--- src/rtl/mcp3202_responder.sv ---
// MCP3202-compatible SPI responder; MCP3202_LSB_TAIL_EN enables the LSB-first repeat after B0.
// MISO/MISO_oe follow a pin edge by SYNC_STAGES+1 clocks; no backpressure, the master sets the pace.
module mcp3202_responder #(
  parameter int SYNC_STAGES = 2
) (
  input  logic        clock,
  input  logic        reset_n,
  input  logic        SCLK,
  input  logic        nCS,
  input  logic        MOSI,
  output logic        MISO,
  output logic        MISO_oe,
  input  logic [11:0] ch0_data,
  input  logic [11:0] ch1_data,
  output logic        conv_strobe,
  output logic        conv_ch,
  output logic        conv_diff,
  output logic        frame_abort
);

  typedef enum logic [3:0] {
    IDLE,
    WAIT_START,
    GET_SGL,
    GET_ODD,
    GET_MSBF,
    NULL_OUT,
    DATA_OUT,
    TRAIL
`ifdef MCP3202_LSB_TAIL_EN
    , LSB_TAIL
`endif
  } state_t;

  logic [SYNC_STAGES-1:0] sclk_sync;
  logic [SYNC_STAGES-1:0] ncs_sync;
  logic [SYNC_STAGES-1:0] mosi_sync;
  logic                   sclk_prev;
  logic                   sclk_s;
  logic                   ncs_s;
  logic                   mosi_s;
  logic                   sclk_rise;
  logic                   sclk_fall;

  state_t      state_q, state_d;
  logic        miso_q, miso_d;
  logic        oe_q, oe_d;
  logic [11:0] shreg_q, shreg_d;
  logic [3:0]  cnt_q, cnt_d;
  logic        sgl_q, sgl_d;
  logic        odd_q, odd_d;
  logic        conv_ch_q, conv_ch_d;
  logic        conv_diff_q, conv_diff_d;
  logic        strobe_q, strobe_d;
  logic        abort_q, abort_d;
`ifdef MCP3202_LSB_TAIL_EN
  logic        msbf_q, msbf_d;
`endif

  logic signed [12:0] diff01;
  logic signed [12:0] diff10;
  logic [11:0]        result;

  always_ff @(posedge clock or negedge reset_n) begin
    if (!reset_n) begin
      sclk_sync <= '0;
      ncs_sync  <= '1;
      mosi_sync <= '0;
      sclk_prev <= 1'b0;
    end else begin
      sclk_sync <= {sclk_sync[SYNC_STAGES-2:0], SCLK};
      ncs_sync  <= {ncs_sync[SYNC_STAGES-2:0], nCS};
      mosi_sync <= {mosi_sync[SYNC_STAGES-2:0], MOSI};
      sclk_prev <= sclk_sync[SYNC_STAGES-1];
    end
  end

  assign sclk_s    = sclk_sync[SYNC_STAGES-1];
  assign ncs_s     = ncs_sync[SYNC_STAGES-1];
  assign mosi_s    = mosi_sync[SYNC_STAGES-1];
  assign sclk_rise = sclk_s & ~sclk_prev;
  assign sclk_fall = ~sclk_s & sclk_prev;

  // Zero-extended 13-bit signed difference; a set sign bit means the result clamps to zero.
  assign diff01 = $signed({1'b0, ch0_data}) - $signed({1'b0, ch1_data});
  assign diff10 = $signed({1'b0, ch1_data}) - $signed({1'b0, ch0_data});

  always_comb begin
    result = ch0_data;
    if (sgl_q) begin
      result = odd_q ? ch1_data : ch0_data;
    end else if (odd_q) begin
      result = diff10[12] ? 12'd0 : diff10[11:0];
    end else begin
      result = diff01[12] ? 12'd0 : diff01[11:0];
    end
  end

  always_ff @(posedge clock or negedge reset_n) begin
    if (!reset_n) begin
      state_q     <= IDLE;
      miso_q      <= 1'b0;
      oe_q        <= 1'b0;
      shreg_q     <= 12'd0;
      cnt_q       <= 4'd0;
      sgl_q       <= 1'b0;
      odd_q       <= 1'b0;
      conv_ch_q   <= 1'b0;
      conv_diff_q <= 1'b0;
      strobe_q    <= 1'b0;
      abort_q     <= 1'b0;
`ifdef MCP3202_LSB_TAIL_EN
      msbf_q      <= 1'b1;
`endif
    end else begin
      state_q     <= state_d;
      miso_q      <= miso_d;
      oe_q        <= oe_d;
      shreg_q     <= shreg_d;
      cnt_q       <= cnt_d;
      sgl_q       <= sgl_d;
      odd_q       <= odd_d;
      conv_ch_q   <= conv_ch_d;
      conv_diff_q <= conv_diff_d;
      strobe_q    <= strobe_d;
      abort_q     <= abort_d;
`ifdef MCP3202_LSB_TAIL_EN
      msbf_q      <= msbf_d;
`endif
    end
  end

  always_comb begin
    state_d     = state_q;
    miso_d      = miso_q;
    oe_d        = oe_q;
    shreg_d     = shreg_q;
    cnt_d       = cnt_q;
    sgl_d       = sgl_q;
    odd_d       = odd_q;
    conv_ch_d   = conv_ch_q;
    conv_diff_d = conv_diff_q;
    strobe_d    = 1'b0;
    abort_d     = 1'b0;
`ifdef MCP3202_LSB_TAIL_EN
    msbf_d      = msbf_q;
`endif
    // Deselect wins over any SCLK edge seen in the same cycle.
    if (ncs_s && (state_q != IDLE)) begin
      state_d = IDLE;
      miso_d  = 1'b0;
      oe_d    = 1'b0;
      abort_d = (state_q == GET_SGL) || (state_q == GET_ODD) || (state_q == GET_MSBF) ||
                (state_q == NULL_OUT) || (state_q == DATA_OUT);
    end else begin
      case (state_q)
        IDLE: begin
          if (!ncs_s) state_d = WAIT_START;
        end
        WAIT_START: begin
          if (sclk_rise && mosi_s) state_d = GET_SGL;
        end
        GET_SGL: begin
          if (sclk_rise) begin
            sgl_d   = mosi_s;
            state_d = GET_ODD;
          end
        end
        GET_ODD: begin
          if (sclk_rise) begin
            odd_d   = mosi_s;
            state_d = GET_MSBF;
          end
        end
        GET_MSBF: begin
          if (sclk_rise) begin
`ifdef MCP3202_LSB_TAIL_EN
            msbf_d  = mosi_s;
`endif
            state_d = NULL_OUT;
          end
        end
        NULL_OUT: begin
          if (sclk_fall) begin
            shreg_d     = result;
            strobe_d    = 1'b1;
            conv_ch_d   = odd_q;
            conv_diff_d = ~sgl_q;
            miso_d      = 1'b0;
            oe_d        = 1'b1;
            cnt_d       = 4'd11;
            state_d     = DATA_OUT;
          end
        end
        DATA_OUT: begin
          if (sclk_fall) begin
            miso_d = shreg_q[cnt_q];
            if (cnt_q == 4'd0) begin
`ifdef MCP3202_LSB_TAIL_EN
              if (!msbf_q) begin
                cnt_d   = 4'd1;
                state_d = LSB_TAIL;
              end else begin
                state_d = TRAIL;
              end
`else
              state_d = TRAIL;
`endif
            end else begin
              cnt_d = cnt_q - 4'd1;
            end
          end
        end
`ifdef MCP3202_LSB_TAIL_EN
        LSB_TAIL: begin
          if (sclk_fall) begin
            miso_d = shreg_q[cnt_q];
            if (cnt_q == 4'd11) begin
              state_d = TRAIL;
            end else begin
              cnt_d = cnt_q + 4'd1;
            end
          end
        end
`endif
        TRAIL: begin
          if (sclk_fall) miso_d = 1'b0;
        end
        default: begin
          state_d = IDLE;
        end
      endcase
    end
  end

  assign MISO        = miso_q;
  assign MISO_oe     = oe_q;
  assign conv_strobe = strobe_q;
  assign conv_ch     = conv_ch_q;
  assign conv_diff   = conv_diff_q;
  assign frame_abort = abort_q;

endmodule

--- config.mk ---
export PLATFORM = sky130hd
export DESIGN_NAME = mcp3202_responder
export DESIGN_NICKNAME = d
export VERILOG_FILES = /design/src/rtl/mcp3202_responder.sv
export SDC_FILE = /design/constraint.sdc
export NUM_CORES = 1
export LEC_CHECK = 0
export ABC_AREA = 1
export CAP_MARGIN = 10
export CORE_ASPECT_RATIO = 0.6
export CORE_MARGIN = 2
export CORE_UTILIZATION = 25
export CTS_BUF_LIST = sky130_fd_sc_hd__clkbuf_8
export CTS_CLUSTER_DIAMETER = 50
export CTS_CLUSTER_SIZE = 16
export DETAILED_ROUTE_END_ITERATION = 16
export GPL_TIMING_DRIVEN = 0
export PLACE_DENSITY_LB_ADDON = 0.12
export SLEW_MARGIN = 20
export SYNTH_ARGS = -nofsm -noshare
export SYNTH_HDL_FRONTEND = slang
export SYNTH_SLANG_ARGS = --single-unit
export TNS_END_PERCENT = 10
--- constraint.sdc ---
create_clock -name clock -period 1.8 [get_ports clock]
set_input_delay 0.18 -clock clock [delete_from_list [all_inputs] [get_ports clock]]
set_output_delay 0.18 -clock clock [all_outputs]
set_load 0.01 [all_outputs]
==> results.toml <==
[run_status]
status = "finished, final reports clean"

[synth]
netlist_top_cells_area = "dfrtp_1 25%, nand2_1 17%, inv_1 10%"
synthesis.nets = 566
yosysMostFrequentCell = "nand2_1"
netlist_instances = 510
yosys-top-cells-count = "143 x nand2_1, 89 x inv_1, 47 x nor2_1"
synthFlopType = "dfrtp_1"
ys_seq_elements = 34
synth_cell_types = 32
synth_edf_count = 0
synth_area_mm2 = 0.00324
ys_seq_area_share_pct = 26.3
synth_top_cell_by_area = "dfrtp_1"
ys_warn_count = 0
yosysTopAreaCellShare_pct = 24.7
syn_avg_cell_area_um2 = 6.35
synthArstFlopShare_pct = 100

[floorplanning]
ios = 35
die_area_mm2 = 0.0139
start_util_pct = 25.4
dieHeight_um = 92.2
coreArea_mm2 = 0.0127
dieWidth_um = 151
fp-row-count = 32

[sta]
finalWorstSetupSlack_ps = 1.75
finalCritPeriodShare_pct = 99.9
setup_viol = 0
rsz0062_at_grt = "yes"
fmax_ghz = 0.556
hold_ws_ps = 278
tightest_slew_ps = 549
setup_tns_ps = 0
finalWorstPathRequiredPeriod_ps = 1800
fin_skew_ps = 8.62
relSlewSlack_pct = 63.4
finalHoldViolCount = 0
slew_violations = 0

[pwr]
vdd.ir_drop.worst_mv = 0.390
pwr_density_cell_mw_per_mm2 = 913
p_leak_nw = 2.32

[cells_and_area]
nets = 632
n_antenna_cell = 0
area_growth_pct = 36.2
drive_above_1_share_pct = 20.8

[setup_path]
start_kind = "flip-flop"
end_kind = "flip-flop"
critPathSlowestCell = "dfrtp_1"
path_cells = "clkbuf_1 > o21ai_0 > a21oi_1 > nor2_1 > a21oi_2"
worst-setup-path-type = "flip-flop to flip-flop"
timing.rr.start = "sgl_q"
arrival_ps = 2030
slowest_delay_ps = 540
r2r_cells = 5
rrSetupSlack_ps = 2
path_max_fanout = 10
worstPathRequired_ps = 2030
r2r-end = "shreg_q[7]"

[route]
drtIter0Drc = 284
drt_wl_total_um = 10600
first_pass_iters = 5
vias = 3440
wl_per_cell_um = 14.2
drc = 0
via_per_inst = 4.61
postRouteAntennaNets = 0

[cts]
path_clk_slew_ps = 80
clock-sinks = 34
cts_made_buffers = 5
h-tree-depth = 2
ctsRootBufferMaster = "clkbuf_8"
cts_tree = "built"
cts.path.max_buffers = 2
clock_latency_ps = 300

[global_routing]
antenna_found_initial = 0
grt.overflow.total = 0
grt_pass1_wl_um = 16800
grt_pass1_vias = 3225
grt_usage_pct = 15.8
grt_max_degree = 19

[worst_hold_path]
hp-class = "primary input to flip-flop"
whs_endpoint = "ncs_sync[0]"
holdCritStartpoint = "nCS"
whs_path_depth = 1

[placement]
gp_congestion = 0.856
portBuffers = 34
dp_hpwl_um = 8410
dp_worst_setup_slack_ps = -1050

[flow_run]
max_cap_viol_count = 0
per-layer routing:
layer | track usage (%) | wire length (µm) | vias up
met5 | 0 | 0 | -
met4 | 1.25 | 21 | 0
met3 | 3.43 | 747 | 4
met2 | 20.5 | 3780 | 101
met1 | 26.5 | 6080 | 1597
li1 | - | - | 1738
placed cells by master (no fill, tap or decap), drive strengths merged, types with 8 or more instances in the layout:
cell type | Yosys | routed
inv | 93 | 93
nor2 | 50 | 50
nand2 | 146 | 146
dlymetal6s2s | 0 | 11
clkbuf | 6 | 16
nand4 | 8 | 8
buf | 5 | 31
ha | 25 | 25
nand3 | 45 | 45
dfrtp | 32 | 32
clkdlybuf4s50 | 0 | 9
o21ai | 32 | 32
a21oi | 38 | 38
through the flow:
step	utilization, %	cell area, µm²	cells	power (W)
after floorplan	-	3240	510	0.00237
after global placement	29.8	3790	714	0.00297
after detailed placement	30.0	3810	715	0.00299
after CTS	32.8	4180	730	0.00386
after global routing	34.7	4410	747	0.00439
final	34.7	4410	747	0.00403
kinds of logic (layout without fill, tap and decap cells):
| family | count (synthesis) | in the layout | synth area share, % |
|---|---|---|---|
| AOI/OAI and AO/OA | 80 | 80 | 14.2 |
| xor gates and xnor gates | 9 | 9 | 2.43 |
| adders and majority gates | 27 | 27 | 10.9 |
| buffers and inverters | 105 | 172 | 12.9 |
| DFF | 34 | 34 | 26.3 |
| and+or+nand+nor | 255 | 255 | 33.2 |
power by group:
part	internal [W]	switching, W
logic	0.000842	0.00127
clock network	0.000408	0.000303
registers	0.000981	0.000227
total	0.00223	0.00180
state kept, by name (all words and copies together) (netlist names):
register,count
shreg_q,12
cnt_q,4
state_q,3
mosi_sync,2
ncs_sync,2
sclk_sync,2
MISO,1
MISO_oe,1
conv_ch,1
conv_diff,1
conv_strobe,1
frame_abort,1
odd_q,1
sclk_prev,1
sgl_q,1
worst max-delay path by stage:
stage                     start          end  slack (ps)  depth (start not counted)
CTS                 ch1_data[5]   shreg_q[8]         -80                         15
global route         state_q[1]  shreg_q[10]         -30                          9
global placement    ch0_data[0]   shreg_q[0]       -1100                         13
floorplan           ch0_data[0]   shreg_q[0]          60                         12
detailed placement  ch0_data[0]   shreg_q[8]       -1050                         15
finish                    sgl_q   shreg_q[7]           2                          5
layout make-up:
| class | count | area (µm²) |
|---|---|---|
| clock inverter | 3 | 40.0 |
| inverter | 94 | 369 |
| timing repair buffer | 60 | 562 |
| clock buffer | 5 | 68.8 |
| sequential | 34 | 857 |
| multi-input combinational | 371 | 2220 |
| tap | 170 | 213 |
| fill | 1409 | 8320 |
| buffer | 10 | 86.3 |
timing repair:
action                                  in CTS  in global routing
pin swaps                                    9                 25
hold endpoints to repair                    16                  0
buffers inserted                             7                 16
resized for setup                           64                 52
endpoints found under the setup margin      21                 22
hold buffers                                 1                  0
gates cloned                                 0                  1
critical path, delay by kind of cell (launching register included):
family | cells | cell delay (ps)
compound gates | 3 | 600
flops | 1 | 540
buf+inv | 1 | 480
simple gates | 1 | 110
Power figures use the tool's default switching activity.
